`config.mk`:
```
export PLATFORM = sky130hd
export DESIGN_NAME = stopwatch_ctrl
export DESIGN_NICKNAME = d
export VERILOG_FILES = /design/src/rtl/stopwatch_ctrl.sv
export SDC_FILE = /design/constraint.sdc
export NUM_CORES = 1
export LEC_CHECK = 0
export ABC_AREA = 1
export ABC_CLOCK_PERIOD_IN_PS = 2100
export CORE_UTILIZATION = 50
export DETAILED_ROUTE_END_ITERATION = 10
export PLACE_DENSITY = 0.78
export SYNTH_ARGS = -nofsm -noshare
export SYNTH_HDL_FRONTEND = slang
export SYNTH_SLANG_ARGS = --single-unit
```
`constraint.sdc`:
```
create_clock -name clk -period 2.1 [get_ports clk]
set_input_delay 0.21 -clock clk [delete_from_list [all_inputs] [get_ports clk]]
set_output_delay 0.21 -clock clk [all_outputs]
set_load 0.01 [all_outputs]
```
`src/rtl/stopwatch_ctrl.sv`:
```
// stopwatch_ctrl: debounced START/PAUSE and CLEAR control FSM for the 30 s BCD down counter.
// Ports: clk, rst_n (async active-low); pb_start/pb_clear raw async buttons;
//        digit1/digit0 counter feedback; en counter enable (RUN only);
//        cnt_clr_n one-cycle active-low counter clear; alarm blinking LED in DONE;
//        state 00 IDLE, 01 RUN, 10 PAUSE, 11 DONE.
`ifndef BCD_BIT_WIDTH
`define BCD_BIT_WIDTH 4
`endif
`ifndef BCD_ZERO
`define BCD_ZERO 4'd0
`endif
module stopwatch_ctrl #(
  parameter int DB_LEN       = 4,
  parameter int BLINK_CYCLES = 2
) (
  input  logic                      clk,
  input  logic                      rst_n,
  input  logic                      pb_start,
  input  logic                      pb_clear,
  input  logic [`BCD_BIT_WIDTH-1:0] digit1,
  input  logic [`BCD_BIT_WIDTH-1:0] digit0,
  output logic                      en,
  output logic                      cnt_clr_n,
  output logic                      alarm,
  output logic [1:0]                state
);
  typedef enum logic [1:0] {IDLE = 2'b00, RUN = 2'b01, PAUSE = 2'b10, DONE = 2'b11} state_t;
  localparam int BC_W = $clog2(BLINK_CYCLES + 1);
  localparam logic [BC_W-1:0] BC_MAX = BC_W'(BLINK_CYCLES - 1);
  state_t st, nxt;
  logic [1:0] s1, s2, lvl;
  logic [DB_LEN-1:0] sh [2];
  logic [BC_W-1:0] bc;
  logic start_p, clear_p, zero;
  // bit 0 = start, bit 1 = clear; level holds while the window is mixed
  always_ff @(posedge clk or negedge rst_n)
    if (!rst_n) begin
      s1 <= '0;
      s2 <= '0;
      lvl <= '0;
      sh[0] <= '0;
      sh[1] <= '0;
    end else begin
      s1 <= {pb_clear, pb_start};
      s2 <= s1;
      for (int i = 0; i < 2; i++) begin
        sh[i] <= {sh[i][DB_LEN-2:0], s2[i]};
        lvl[i] <= &sh[i] ? 1'b1 : ~|sh[i] ? 1'b0 : lvl[i];
      end
    end
  // pulse fires on the cycle the window first becomes all ones
  assign start_p = &sh[0] & ~lvl[0];
  assign clear_p = &sh[1] & ~lvl[1];
  assign zero = digit1 == `BCD_ZERO && digit0 == `BCD_ZERO;
  always_comb
    nxt = clear_p      ? IDLE :
          st == IDLE   ? (start_p && !zero ? RUN : IDLE) :
          st == RUN    ? (zero ? DONE : start_p ? PAUSE : RUN) :
          st == PAUSE  ? (start_p ? RUN : PAUSE) : DONE;
  always_ff @(posedge clk or negedge rst_n)
    if (!rst_n) begin
      st <= IDLE;
      en <= 1'b0;
      cnt_clr_n <= 1'b1;
      alarm <= 1'b0;
      bc <= '0;
    end else begin
      st <= nxt;
      en <= nxt == RUN;
      cnt_clr_n <= ~clear_p;
      if (nxt == DONE && st != DONE) begin
        alarm <= 1'b1;
        bc <= '0;
      end else if (nxt == DONE) begin
        alarm <= bc == BC_MAX ? ~alarm : alarm;
        bc <= bc == BC_MAX ? '0 : bc + 1'b1;
      end else begin
        alarm <= 1'b0;
        bc <= '0;
      end
    end
  assign state = st;
endmodule

```
==> metrics <==
status=finished clean; remaining antenna violation count=0; max incr delay on CP=0.54 ns; antenna fix cells=0; first-pass GRT wire length=1.69 mm; most common cell after layout, fill and taps aside=dfrtp_1; WL met1=451 um; routed length per instance=11.1 um; drt pass-1 iters=3; RSZ-0062 raised after global routing=false; Synth top area share=66.3%; Synth Warn #=0; # DRC=0; Total Power=796 uW; WP buf/inv=1; Final Cell Area=967 um2; layout cells sized above 1=15.1%; net count after synthesis=77; I/O Pins=17; Post-DP Area=941 um2; P&R area growth vs syn=28.2%; dpl hpwl=854 um; CP endpoint kind=output port; die area=1670 um2; Fin Clk Skew=0.00371 ns; CTS tree=done; Cells after Synth=65; Post-Route WL=1.12 mm; cell taking the most area after synthesis=dfrtp_1; Slew Limit Fails=0; slew margin rel.=83.0%; flops & latches, synth=21; First DRT Iteration DRCs=3; gr ovfl total=0; H-tree Lvls=1; Final setup viols=0; Critical Path Fanout Max=1; initial antenna violation count=0; RD Place Congestion=0.667; synth top area cells=dfrtp_1 (66%), nand2_1 (6.0%), nor2_1 (4.0%), dfstp_2 (3.5%), inv_1 (3.5%); FP Rows=13; pin count of the biggest net entering global routing=22; clock period minus worst slack=1.57 ns; VDD IR-drop max=0.000503 V; Leakage Power=0.000439 uW; # resized after CTS=0; PD cells=823 nW/um2; clk root buf=clkbuf_4; Crit path max-delay family=buffers and inverters; Post-Route Setup TNS=0 ns; CTS Sinks=21; synthesized area=754 um2; post-layout util=71.6%; Synth cell types=17; Max Used Layer=met4; Worst Path Required=1.89 ns; metal3 WL=72 um; WL met2=580 um; fin crit share=74.9%; hold_ws=0.242 ns; nature of the critical path startpoint=flop; Peak Freq=636 MHz; Die Y=40.8 um; kind of critical path=reg2out; slowest stage cell, crit path=clkdlybuf4s50_1; most frequent cells in the layout=dfrtp_1 (20), clkdlybuf4s50_1 (16), nand2_1 (12); Vias=496; # port buffers=16; vias in the first global route=452; Final Hold Fails=0; core area=1350 um2; Mean Syn Cell Area=11.6 um2; GRT Total Usage=16.5%; Via density=4.91; CTS Buf Count=3; setup bufs post-CTS=0; worst-margin pin slew=0.252 ns; arrival time worst endpoint=1.36 ns; Worst-Skew Late Latency=0.29 ns; Die W=40.8 um; Layout Nets=99; Post-CTS Hold Fix Bufs=0; CP Cell Sequence=clkdlybuf4s50_1; Seq/Total Area, Yosys=69.8%; CTS max path bufs=2; clock slew at reported path FFs=0.10 ns; initial core utilization=55.9%; Max Cap Viol=0; Hold Crit Class=in2async
==> where the power goes <==
part	internal (uW)	total (uW)	switching, uW
clock	73.8	179	105
combinational	79.9	149	68.7
sequential	444	469	24.8
total	598	796	198
==> metrics by stage <==
stage,cells,setup WS [ns]
after floorplan,65,1.01
after global placement,97,0.669
after detailed placement,97,0.627
after CTS,101,0.499
after global routing,101,0.476
final,101,0.528
==> registers in the layout, indices dropped and copies added (netlist names) <==
register,cells
s2,2
sh,8
cnt_clr_n,1
state,2
en,1
lvl,2
s1,2
alarm,1
bc,2
==> synth_stat cells (all sizes together) <==
master,count
dfrtp,20
nand2,14
nor2,10
inv,7
a21oi,2
nand3,2
nand4,2
nor4,2
o21ai,2
dfstp,1
nand3b,1
o21a,1
o22ai,1
==> cells by family (layout without fill, tap and decap cells) <==
kind of cell / after synthesis / count (layout) / synth area share (%)
simple gates: 31 / 31 / 20.2
flops: 21 / 21 / 69.8
buf+inv: 7 / 28 / 3.48
compound gates: 6 / 6 / 6.47
==> layout make-up <==
type                    instances  area (um2)
flip-flops and latches         21         527
clock buffers                   4        26.3
repair buffers                 17         168
multi-input cells              37         201
inverters                       7        26.3
well taps                      15        18.8
fillers                       100         383
==> metal layers <==
layer / global-route usage, % / vias up
met4: 12.5 / 0
met3: 1.63 / 2
met2: 29.7 / 14
met1: 17.2 / 226
li1: - / 254
met5: 0 / -
==> path summary, 6_finish.rpt <==
| kind | end | cells past startpoint | slack (ns) | startpoint |
|---|---|---|---|---|
| min in group clk | s1[1]$_DFF_PN0_ | 1 | 0.36 | pb_clear |
| min | sh[2]$_DFF_PN0_ | 2 | 0.24 | rst_n |
| max reg2reg | en$_DFF_PN0_ | 9 | 0.89 | sh[5]$_DFF_PN0_ |
| max in group asynchronous | cnt_clr_n$_DFF_PN1_ | 2 | 1.59 | rst_n |
| max | cnt_clr_n | 1 | 0.53 | cnt_clr_n$_DFF_PN1_ |
| min reg2reg | sh[4]$_DFF_PN0_ | 0 | 0.36 | s2[0]$_DFF_PN0_ |
(Power assumes the default switching activity.)
